### src/rtl/free_id_arbiter_pkg.sv
`default_nettype none
// ============================================================================
// Module   : free_id_arbiter_pkg
// Purpose  : Shared constants and helpers for the free-ID arbiter. It covers
//            the port-index width, the default counter width, and the offset
//            of a slice inside a packed per-port bus.
// Ports    : none (package)
// Revision : 1.0 - initial release
// ============================================================================
package free_id_arbiter_pkg;

    // Default occupancy-counter width. It must satisfy 2**width > pool size.
    localparam int unsigned c_DEF_CNT_WIDTH = 6;

    // Width of an index into n ports. The result is never narrower than 1 bit.
    function automatic int unsigned f_idx_width(input int unsigned n);
        return (n > 1) ? $clog2(n) : 1;
    endfunction

    // LSB position of element idx in a packed bus of width-bit elements.
    function automatic int unsigned f_slice_lsb(input int unsigned idx,
                                                input int unsigned width);
        return idx * width;
    endfunction

endpackage
`default_nettype wire

### src/rtl/free_id_arbiter_rr.sv
`default_nettype none
// ============================================================================
// Module   : free_id_arbiter_rr
// Purpose  : Round-robin arbiter. It grants the first request found at or
//            after the pointer, with zero latency. After each grant, the
//            pointer moves one past the winner.
// Ports    : clk, reset   - clock, synchronous active-high reset
//            i_req        - request vector
//            i_en         - arbitration enable; no grant while low
//            o_gnt        - one-hot grant
//            o_idx        - index of the granted requester
//            o_any        - a grant is issued this cycle
//            o_ptr        - current round-robin pointer
// Revision : 1.0 - initial release
// ============================================================================
module free_id_arbiter_rr #(
    parameter int unsigned N     = 4,
    parameter int unsigned IDX_W = 2
) (
    input  logic             clk,
    input  logic             reset,
    input  logic [N-1:0]     i_req,
    input  logic             i_en,
    output logic [N-1:0]     o_gnt,
    output logic [IDX_W-1:0] o_idx,
    output logic             o_any,
    output logic [IDX_W-1:0] o_ptr
);

    logic [IDX_W-1:0] r_ptr;
    // One extra bit holds ptr+k before it wraps back below N.
    logic [IDX_W:0]   w_cand;

    always_comb begin
        o_gnt  = '0;
        o_idx  = '0;
        o_any  = 1'b0;
        w_cand = '0;
        for (int k = 0; k < int'(N); k++) begin
            w_cand = {1'b0, r_ptr} + (IDX_W+1)'(k);
            if (w_cand >= (IDX_W+1)'(N)) begin
                w_cand = w_cand - (IDX_W+1)'(N);
            end
            if (i_en && !o_any && i_req[w_cand[IDX_W-1:0]]) begin
                o_any = 1'b1;
                o_idx = w_cand[IDX_W-1:0];
            end
        end
        if (o_any) begin
            o_gnt[o_idx] = 1'b1;
        end
    end

    always_ff @(posedge clk) begin
        if (reset) begin
            r_ptr <= '0;
        end else if (o_any) begin
            r_ptr <= (o_idx == IDX_W'(N-1)) ? '0 : o_idx + 1'b1;
        end
    end

    assign o_ptr = r_ptr;

endmodule
`default_nettype wire

### src/rtl/free_id_arbiter.sv
`default_nettype none
// ============================================================================
// Module   : free_id_arbiter
// Purpose  : Shares one FWFT free-buffer-ID FIFO among NUM_PORTS requesters.
//            Allocations pop the free list and releases push it. Each side
//            is arbitrated round-robin on its own. The block enforces a
//            per-port quota, tracks total and per-port occupancy, and flags
//            over-release with a sticky per-port bit.
// Ports    : clk, reset                        - clock, sync active-high reset
//            alloc_req/alloc_gnt/alloc_id      - allocation handshake
//            release_valid/release_id/release_ready - release handshake
//            fifo_empty_n/fifo_dout/fifo_read/fifo_read_ce    - free-list pop
//            fifo_full_n/fifo_din/fifo_write/fifo_write_ce    - free-list push
//            in_use, port_in_use               - occupancy counters
//            err_underflow                     - sticky over-release flags
// Revision : 1.0 - initial release
// ============================================================================
module free_id_arbiter
    import free_id_arbiter_pkg::*;
#(
    parameter int unsigned NUM_PORTS = 4,
    parameter int unsigned ID_WIDTH  = 5,
    parameter int unsigned NUM_IDS   = 32,
    parameter int unsigned QUOTA     = 8,
    parameter int unsigned CNT_WIDTH = c_DEF_CNT_WIDTH
) (
    input  logic                           clk,
    input  logic                           reset,
    input  logic [NUM_PORTS-1:0]           alloc_req,
    output logic [NUM_PORTS-1:0]           alloc_gnt,
    output logic [ID_WIDTH-1:0]            alloc_id,
    input  logic [NUM_PORTS-1:0]           release_valid,
    input  logic [NUM_PORTS*ID_WIDTH-1:0]  release_id,
    output logic [NUM_PORTS-1:0]           release_ready,
    input  logic                           fifo_empty_n,
    input  logic [ID_WIDTH-1:0]            fifo_dout,
    output logic                           fifo_read,
    output logic                           fifo_read_ce,
    input  logic                           fifo_full_n,
    output logic [ID_WIDTH-1:0]            fifo_din,
    output logic                           fifo_write,
    output logic                           fifo_write_ce,
    output logic [CNT_WIDTH-1:0]           in_use,
    output logic [NUM_PORTS*CNT_WIDTH-1:0] port_in_use,
    output logic [NUM_PORTS-1:0]           err_underflow
);

    localparam int unsigned c_IDX_W   = f_idx_width(NUM_PORTS);
    localparam logic [CNT_WIDTH-1:0] c_QUOTA   = CNT_WIDTH'(QUOTA);
    localparam logic [CNT_WIDTH-1:0] c_NUM_IDS = CNT_WIDTH'(NUM_IDS);

    logic [NUM_PORTS-1:0] w_elig;
    logic [NUM_PORTS-1:0] w_agnt;
    logic [NUM_PORTS-1:0] w_rrdy;
    logic [c_IDX_W-1:0]   w_aidx;
    logic [c_IDX_W-1:0]   w_ridx;
    logic [c_IDX_W-1:0]   w_aptr;
    logic [c_IDX_W-1:0]   w_rptr;
    logic                 w_aany;
    logic                 w_rany;
    logic [CNT_WIDTH-1:0] r_in_use;

    // Both arbiters are disabled during reset. This blocks all handshakes
    // while the free list re-initializes.
    free_id_arbiter_rr #(.N(NUM_PORTS), .IDX_W(c_IDX_W)) u_alloc_rr (
        .clk   (clk),
        .reset (reset),
        .i_req (w_elig),
        .i_en  (fifo_empty_n & ~reset),
        .o_gnt (w_agnt),
        .o_idx (w_aidx),
        .o_any (w_aany),
        .o_ptr (w_aptr)
    );

    free_id_arbiter_rr #(.N(NUM_PORTS), .IDX_W(c_IDX_W)) u_release_rr (
        .clk   (clk),
        .reset (reset),
        .i_req (release_valid),
        .i_en  (fifo_full_n & ~reset),
        .o_gnt (w_rrdy),
        .o_idx (w_ridx),
        .o_any (w_rany),
        .o_ptr (w_rptr)
    );

    assign alloc_gnt     = w_agnt;
    assign alloc_id      = fifo_dout;
    assign fifo_read     = w_aany;
    assign release_ready = w_rrdy;
    assign fifo_din      = release_id[f_slice_lsb(32'(w_ridx), ID_WIDTH) +: ID_WIDTH];
    assign fifo_write    = w_rany;
    assign fifo_read_ce  = ~reset;
    assign fifo_write_ce = ~reset;

    for (genvar gi = 0; gi < int'(NUM_PORTS); gi++) begin : g_port
        logic [CNT_WIDTH-1:0] r_cnt;
        logic                 r_err;
        logic                 w_a;
        logic                 w_r;

        assign w_a = w_agnt[gi];
        assign w_r = w_rrdy[gi];
        // Eligibility uses the registered count. A release in the same
        // cycle does not free quota until the next edge.
        assign w_elig[gi] = alloc_req[gi] && (r_cnt < c_QUOTA);

        always_ff @(posedge clk) begin
            if (reset) begin
                r_cnt <= '0;
                r_err <= 1'b0;
            end else begin
                if (w_r && (r_cnt == '0)) begin
                    r_err <= 1'b1;
                end
                if (w_a && !w_r) begin
                    r_cnt <= r_cnt + 1'b1;
                end else if (w_r && !w_a && (r_cnt != '0)) begin
                    r_cnt <= r_cnt - 1'b1;
                end
            end
        end

        assign port_in_use[f_slice_lsb(gi, CNT_WIDTH) +: CNT_WIDTH] = r_cnt;
        assign err_underflow[gi] = r_err;
    end

    // The total can never legitimately exceed the pool size. On underflow,
    // the total saturates at 0.
    always_ff @(posedge clk) begin
        if (reset) begin
            r_in_use <= '0;
        end else if (w_aany && !w_rany && (r_in_use != c_NUM_IDS)) begin
            r_in_use <= r_in_use + 1'b1;
        end else if (w_rany && !w_aany && (r_in_use != '0)) begin
            r_in_use <= r_in_use - 1'b1;
        end
    end

    assign in_use = r_in_use;

    // The pointers are observable only through grant order.
    logic w_unused;
    assign w_unused = ^{w_aptr, w_rptr};

endmodule
`default_nettype wire

### config.mk
export PLATFORM = sky130hd
export DESIGN_NAME = free_id_arbiter
export DESIGN_NICKNAME = d
export VERILOG_FILES = /design/src/rtl/free_id_arbiter_pkg.sv /design/src/rtl/free_id_arbiter_rr.sv /design/src/rtl/free_id_arbiter.sv
export SDC_FILE = /design/constraint.sdc
export NUM_CORES = 1
export LEC_CHECK = 0
export CAP_MARGIN = 25
export CORE_UTILIZATION = 49
export DETAILED_ROUTE_END_ITERATION = 16
export HOLD_SLACK_MARGIN = 0.05
export PLACE_DENSITY = 0.82
export SLEW_MARGIN = 20
export SYNTH_ARGS = -nofsm -noshare
export SYNTH_HDL_FRONTEND = slang
export SYNTH_SLANG_ARGS = --single-unit
### constraint.sdc
create_clock -name clk -period 6.35 [get_ports clk]
set_clock_uncertainty 0.2 [all_clocks]
set_input_delay 1.27 -clock clk [delete_from_list [all_inputs] [get_ports clk]]
set_output_delay 1.27 -clock clk [all_outputs]
set_load 0.01 [all_outputs]
; ---- Word-level counts from Yosys, hierarchy flattened
; Cells that the tools add are included.
[totals]
ff_bits = 38
word_cells = 197
input_bits = 37
output_inout_bits = 56
[op_classes]
shifts = 1
n_mul = 1
add_sub_neg = 26
magnitude_cmp = 24
n_eq_ne = 3
bitwise = 3
n_reduce_logical = 70
n_mux = 58
[ops]
columns = operator, count
row1 = $mux 6, 10
row2 = $logic_and 1x1->1, 40
row3 = $mux 2, 18
row4 = $add 6x1->6 const B, 5
row5 = $lt 2x3->1 const B, 10
row6 = $reduce_bool 6->1, 5
row7 = $sub 6x1->6 const B, 5
row8 = $logic_not 6->1, 4
row9 = $lt 6x4->1 const B, 4
row10 = $shiftx 20x6->5, 1
row11 = $ge 3x3->1 const B, 6
row12 = $mux 1, 18
row13 = $bmux 1 s2, 8
row14 = $logic_not 1->1, 16
row15 = $sub 2x1->2 const B, 8
row16 = $add 2x2->3 const B, 4
row17 = $reduce_bool 2->1, 5
row18 = $mux 4, 2
row19 = $add 2x1->3 const B, 2
row20 = $ge 2x3->1 const B, 2
row21 = $ne 6x6->1 const B, 1
row22 = $mul 2x3->5 const B, 1
row23 = $add 2x1->2 const B, 2
row24 = $demux 1 s2, 2
row25 = 4 further kinds, 7

; ---- Longest topological paths before layout
[logic_depth]
ltp_word = 28
ltp_mapped = 19
mapped_depth_nobuf = 17

; ---- By module
; From an unflattened synthesis, not the netlist that was laid out.
[hier_totals]
cells_unflattened = 361
hier_area_um2 = 3178.0
[modules_own_cells]
columns = module, area_each_um2, cells_per_inst, seq_area_each_um2, n_inst
row1 = free_id_arbiter, 2456.1, 270, 680.7, 1
row2 = free_id_arbiter_rr (u_release_rr), 391.6, 49, 40.0, 1
row3 = free_id_arbiter_rr (u_alloc_rr), 330.3, 42, 40.0, 1

; ---- Worst setup path after synthesis
; Ideal clock, no wire load.
[synth_path]
kind = in2reg
startpoint = input alloc_req[1]
endpoint = register g_port[3].r_cnt[5]
path_slack_ns = 1.254
arrival_ns = 4.824
setup_time_ns = 0.072
n_path_buf = 0
required_time_ns = 6.078
path_stages = 17
path_cell_list = or4b_2 -> nor3_1 -> a211o_1 -> nand3_1 -> and2_1 -> o21ai_0 -> ha_1 -> and3_1 -> a32o_2 -> nand2_1 -> ha_1 -> a21o_1 -> a21oi_1 -> o21ai_0 -> or3_1 -> mux2i_1 -> mux2i_1
[synth_between]
elab_chain_cells = 26
elab_cells_between_ends = 39
classes_between = order compare: 2 / mux: 20 / reduce/logical: 17
[synth_lines]
columns = element, line_no
row1 = from (decl), free_id_arbiter.sv:29  ; input logic [NUM_PORTS-1:0] alloc_req,
row2 = $logic_and 1x1->1 (*), free_id_arbiter.sv:106  ; assign w_elig[gi] = alloc_req[gi] && (r_cnt < c_QUOTA);
row3 = $bmux 1 s2, free_id_arbiter_rr.sv:44  ; if (i_en && !o_any && i_req[w_cand[IDX_W-1:0]]) begin
row4 = $mux 1 (not written as such), free_id_arbiter_rr.sv:44
row5 = $logic_and 1x1->1, free_id_arbiter_rr.sv:44
row6 = $mux 1, free_id_arbiter_rr.sv:44
row7 = $logic_not 1->1, free_id_arbiter_rr.sv:44
row8 = $logic_and 1x1->1 (2 in a row), free_id_arbiter_rr.sv:44
row9 = $mux 1, free_id_arbiter_rr.sv:44
row10 = (+9 left out), -
row11 = $logic_and 1x1->1 (not written as such), free_id_arbiter_rr.sv:50  ; o_gnt[o_idx] = 1'b1;
row12 = $mux 1 (not written as such), free_id_arbiter_rr.sv:50
row13 = $demux 1 s2, -
row14 = $mux 4 (*), free_id_arbiter_rr.sv:49  ; if (o_any) begin
row15 = via alloc_gnt[3], free_id_arbiter.sv:30  ; output logic [NUM_PORTS-1:0] alloc_gnt,
row16 = $logic_not 1->1, free_id_arbiter.sv:118  ; end else if (w_r && !w_a && (r_cnt != '0)) begin
row17 = $logic_and 1x1->1 (2 in a row), free_id_arbiter.sv:118
row18 = $reduce_bool 2->1 (no line), -
row19 = to (signal assigned), free_id_arbiter.sv:117  ; r_cnt <= r_cnt + 1'b1;
row20 = to (signal assigned), free_id_arbiter.sv:119  ; r_cnt <= r_cnt - 1'b1;
row21 = to (decl), free_id_arbiter.sv:97  ; logic [CNT_WIDTH-1:0] r_cnt;
; The timed path passes the listed nets; every way through them passes the cells marked *. The select of a mux whose other input is x is not followed.
; A chain may end at the register's enable or synchronous reset.

; ---- Final worst setup path
[layout_path]
startpoint = input alloc_req[1]
endpoint = output alloc_gnt[3]
[layout_between]
elab_chain_cells = 22
elab_cells_between_ends = 33
classes_between = order compare: 2 / mux: 19 / reduce/logical: 12
[layout_lines]
columns = element, line_no
row1 = $logic_and 1x1->1 (*), free_id_arbiter.sv:106
row2 = $bmux 1 s2, free_id_arbiter_rr.sv:44
row3 = $mux 1 (not written as such), free_id_arbiter_rr.sv:44
row4 = $logic_and 1x1->1, free_id_arbiter_rr.sv:44
row5 = $mux 1, free_id_arbiter_rr.sv:44
row6 = $logic_not 1->1, free_id_arbiter_rr.sv:44
row7 = $logic_and 1x1->1 (2 in a row), free_id_arbiter_rr.sv:44
row8 = $mux 1, free_id_arbiter_rr.sv:44
row9 = (+4 left out), -
row10 = $logic_not 1->1, free_id_arbiter_rr.sv:44
row11 = $logic_and 1x1->1 (2 in a row), free_id_arbiter_rr.sv:44
row12 = $mux 2, free_id_arbiter_rr.sv:44
row13 = $lt 2x3->1 (not written as such) / $ge 2x1->1 (equally long branches), free_id_arbiter_rr.sv:50
row14 = $logic_and 1x1->1 (not written as such), free_id_arbiter_rr.sv:50
row15 = $mux 1 (not written as such), free_id_arbiter_rr.sv:50
row16 = $demux 1 s2, -
row17 = $mux 4 (*), free_id_arbiter_rr.sv:49
row18 = to (decl), free_id_arbiter.sv:30
; Every way passes the cells marked *; elsewhere a longest branch is shown, timed or not. The select of a mux whose other input is x is not followed.

==> results.ini <==
[die]
rows = 29
start_util_pct = 50.90
die_w_um = 83.45
die_area_mm2 = 0.006964
core_area_mm2 = 0.006386
die_h_um = 83.45
io_pins = 93

[clock_network]
cts.sinks = 38
postCtsHoldBufs = 0
htreeDepth = 2
cts_setup_buffers = 0
cts.clk_slew.worst_paths_ns = 0.07
cts_made_buffers = 5
max-clock-path-buffers = 2
cts-root-buf = clkbuf_8
cts_tree = built
cts_resized = 0
clk_latency_ns = 0.30

[run]
drv_cap = 0

[sta]
relSlewSlack_pct = 34.23
hold_ws_ns = 0.2666
hold_viol_final = 0
max_freq_ghz = 0.1648
fin_tns_setup_ns = 0
rsz0062_at_grt = no
setup_viol = 0
period_minus_slack_ns = 6.070
worst_pin_slew_ns = 0.9822
report.final.slew_viol_count = 0
post-route-period-util_pct = 95.59

[worst_hold_path]
timing.hold.worst.class = reg -> reg

[route]
drt_iter0_drc = 166
drtPass1Iterations = 5
viasPerCell = 5.693
vias = 2892
drc = 0
routed_wl_um = 7544
ant_nets = 0
wire_per_inst_um = 14.85

[synth]
synth_area_leaders = dfxtp_1, mux2i_1, ha_1, nand2_1, a21oi_1
syn_inst = 355
synth_ff_type = dfxtp_1
synth_edf_count = 0
netlist_area_mm2 = 0.003251
seq_area_frac_synth_pct = 23.40
synthesis.nets = 425
async_reset_ff_share_pct = 0
synth_common_cells = nand2_1, mux2i_1, dfxtp_1, ha_1, a21oi_1
yosys.cell_types.count = 54
synth-seq-cells = 38
yosysMostFrequentCell = nand2_1
synth_top_area_cell = dfxtp_1
synth.yosys.warnings = 0
synth_top_area_share_pct = 23.40
synth_area_per_cell_um2 = 9.157

[final_layout]
drive_above_1_share_pct = 7.889
multi_input_area_mm2 = 0.002295
seq_area_um2 = 760.7
post-route-util_pct = 65.22
area_growth_pct = 28.14
nets = 500
fillers = 550
diodes = 0

[setup_path]
cp_slowest_cell = or4b_2
cpMostUsedCell = clkdlybuf4s50_1
crit_path_start_kind = primary input
cp.required_ns = 4.88
critical-path-max-stage-delay_ns = 0.64
critPathMaxFanout = 5
crit_family = simple AND/OR/NAND/NOR gates
worstSetupPathType = in -> out
path_cells = clkdlybuf4s50_1 > or4b_2 > nor3_1 > a211o_1 > nand3_1 > and2_1 > o21ai_0 > ha_1 > and3_1 > a32o_2 > clkdlybuf4s50_1
cp-end-kind = output port
critPathArrivalTime_ns = 4.60
crit_buf_inv = 2

[placed_design]
portBuffers = 82
hpwl_um = 5676
place.gp.congestion = 0.9170

[grt]
grt_pass1_vias = 2804
grt-ovfl-total = 0
grt.total_usage_pct = 22.08
grt_max_degree = 23
grt_first_pass_wirelength_um = 12720
antenna_found_initial = 0

[power_and_ir_drop]
p_leak_nw = 1.940
ir_drop_uv = 215.6
power_density_mw_per_mm2 = 341.4

[run_status]
outcome = completed

## area by class of cell
class                           instances  area share [%]
Clock buffer                            7           1.832
Tap cell                               77           2.313
Sequential cell                        38           18.26
Clock inverter                          1          0.7209
Inverter                               11          0.9913
Multi-Input combinational cell        286           55.09
Timing Repair Buffer                   88           20.79
## where the power goes
part	switching [mW]	total, mW	internal [mW]
combinational	0.388	0.825	0.436
sequential	0.0897	0.388	0.299
clock	0.0915	0.209	0.118
## placed cells by master, fill, tap and decap left out, drive strengths merged, types with 3 or more instances in the layout
| master | count |
|---|---|
| dfxtp | 38 |
| nor4b | 4 |
| a31oi | 3 |
| nand4 | 3 |
| inv | 10 |
| fa | 5 |
| a32o | 4 |
| nor2b | 7 |
| buf | 6 |
| mux2 | 5 |
| ha | 28 |
| clkdlybuf4s50 | 82 |
| xor2 | 11 |
| and3 | 4 |
| nor2 | 15 |
| clkbuf | 7 |
| nor3 | 7 |
| or4b | 4 |
| a21oi | 25 |
| o21a | 3 |
| mux2i | 51 |
| o21ai | 9 |
| or4 | 6 |
| xnor2 | 6 |
| or3 | 5 |
| a21o | 11 |
| nand2 | 47 |
## worst reg2reg max path: stages, from the launching register on
cell	delay, ns
dfxtp_1	0.36
or4b_2	0.73
nor3_1	0.20
a211o_1	0.14
nand3_1	0.15
and2_1	0.20
o21ai_0	0.28
ha_1	0.22
and3_1	0.15
a32o_2	0.28
nand2_1	0.19
ha_1	0.34
a21o_1	0.18
a21oi_1	0.20
o21ai_0	0.16
or3_1	0.32
mux2i_1	0.16
mux2i_1	0.23
## flip-flops by register name (all words and copies together), names as in the netlist
name and count:
g_port.r_err 4, in_use 6, g_port.r_cnt 24, u_release_rr.o_ptr 2, u_alloc_rr.o_ptr 2
## layer usage
metal,track usage [%],wire (um),up-vias
li1,-,-,1430
met1,27.17,3271,1347
met2,38.90,3724,101
met3,3.363,416,14
met4,8.320,132,0
met5,0,0,-
## metrics by stage
step	worst slack [ns]	cells	cell area, um^2	power (mW)
floorplan	1.254	355	3251	0.9568
global placement	0.4340	500	4059	1.182
detailed placement	0.3265	500	4059	1.211
CTS	0.3080	508	4165	1.424
global route	0.05532	508	4165	1.538
finish	0.2803	508	4165	1.422
## logic make-up after synthesis
family	after synthesis	synth area share [%]
AND/OR/NAND/NOR	110	17.78
buffers and inverters	31	6.005
XOR/XNOR	17	4.580
AO/OA/AOI/OAI	69	14.20
multiplexers	57	20.17
flip-flops	38	23.40
adder cells (fa/ha/maj)	33	13.86
## path summary, 6_finish.rpt
check	startpoint	endpoint	slack [ns]	cells after the start
worst min-delay path	g_port[1].r_err	g_port[1].r_err	0.27	2
worst max-delay path	alloc_req[1]	alloc_gnt[3]	0.28	11
worst min register to register	g_port[1].r_err	g_port[1].r_err	0.27	2
worst max register to register	g_port[1].r_cnt[5]	g_port[1].r_cnt[5]	1.59	17
No activity file was read; power rests on OpenSTA's default activity.
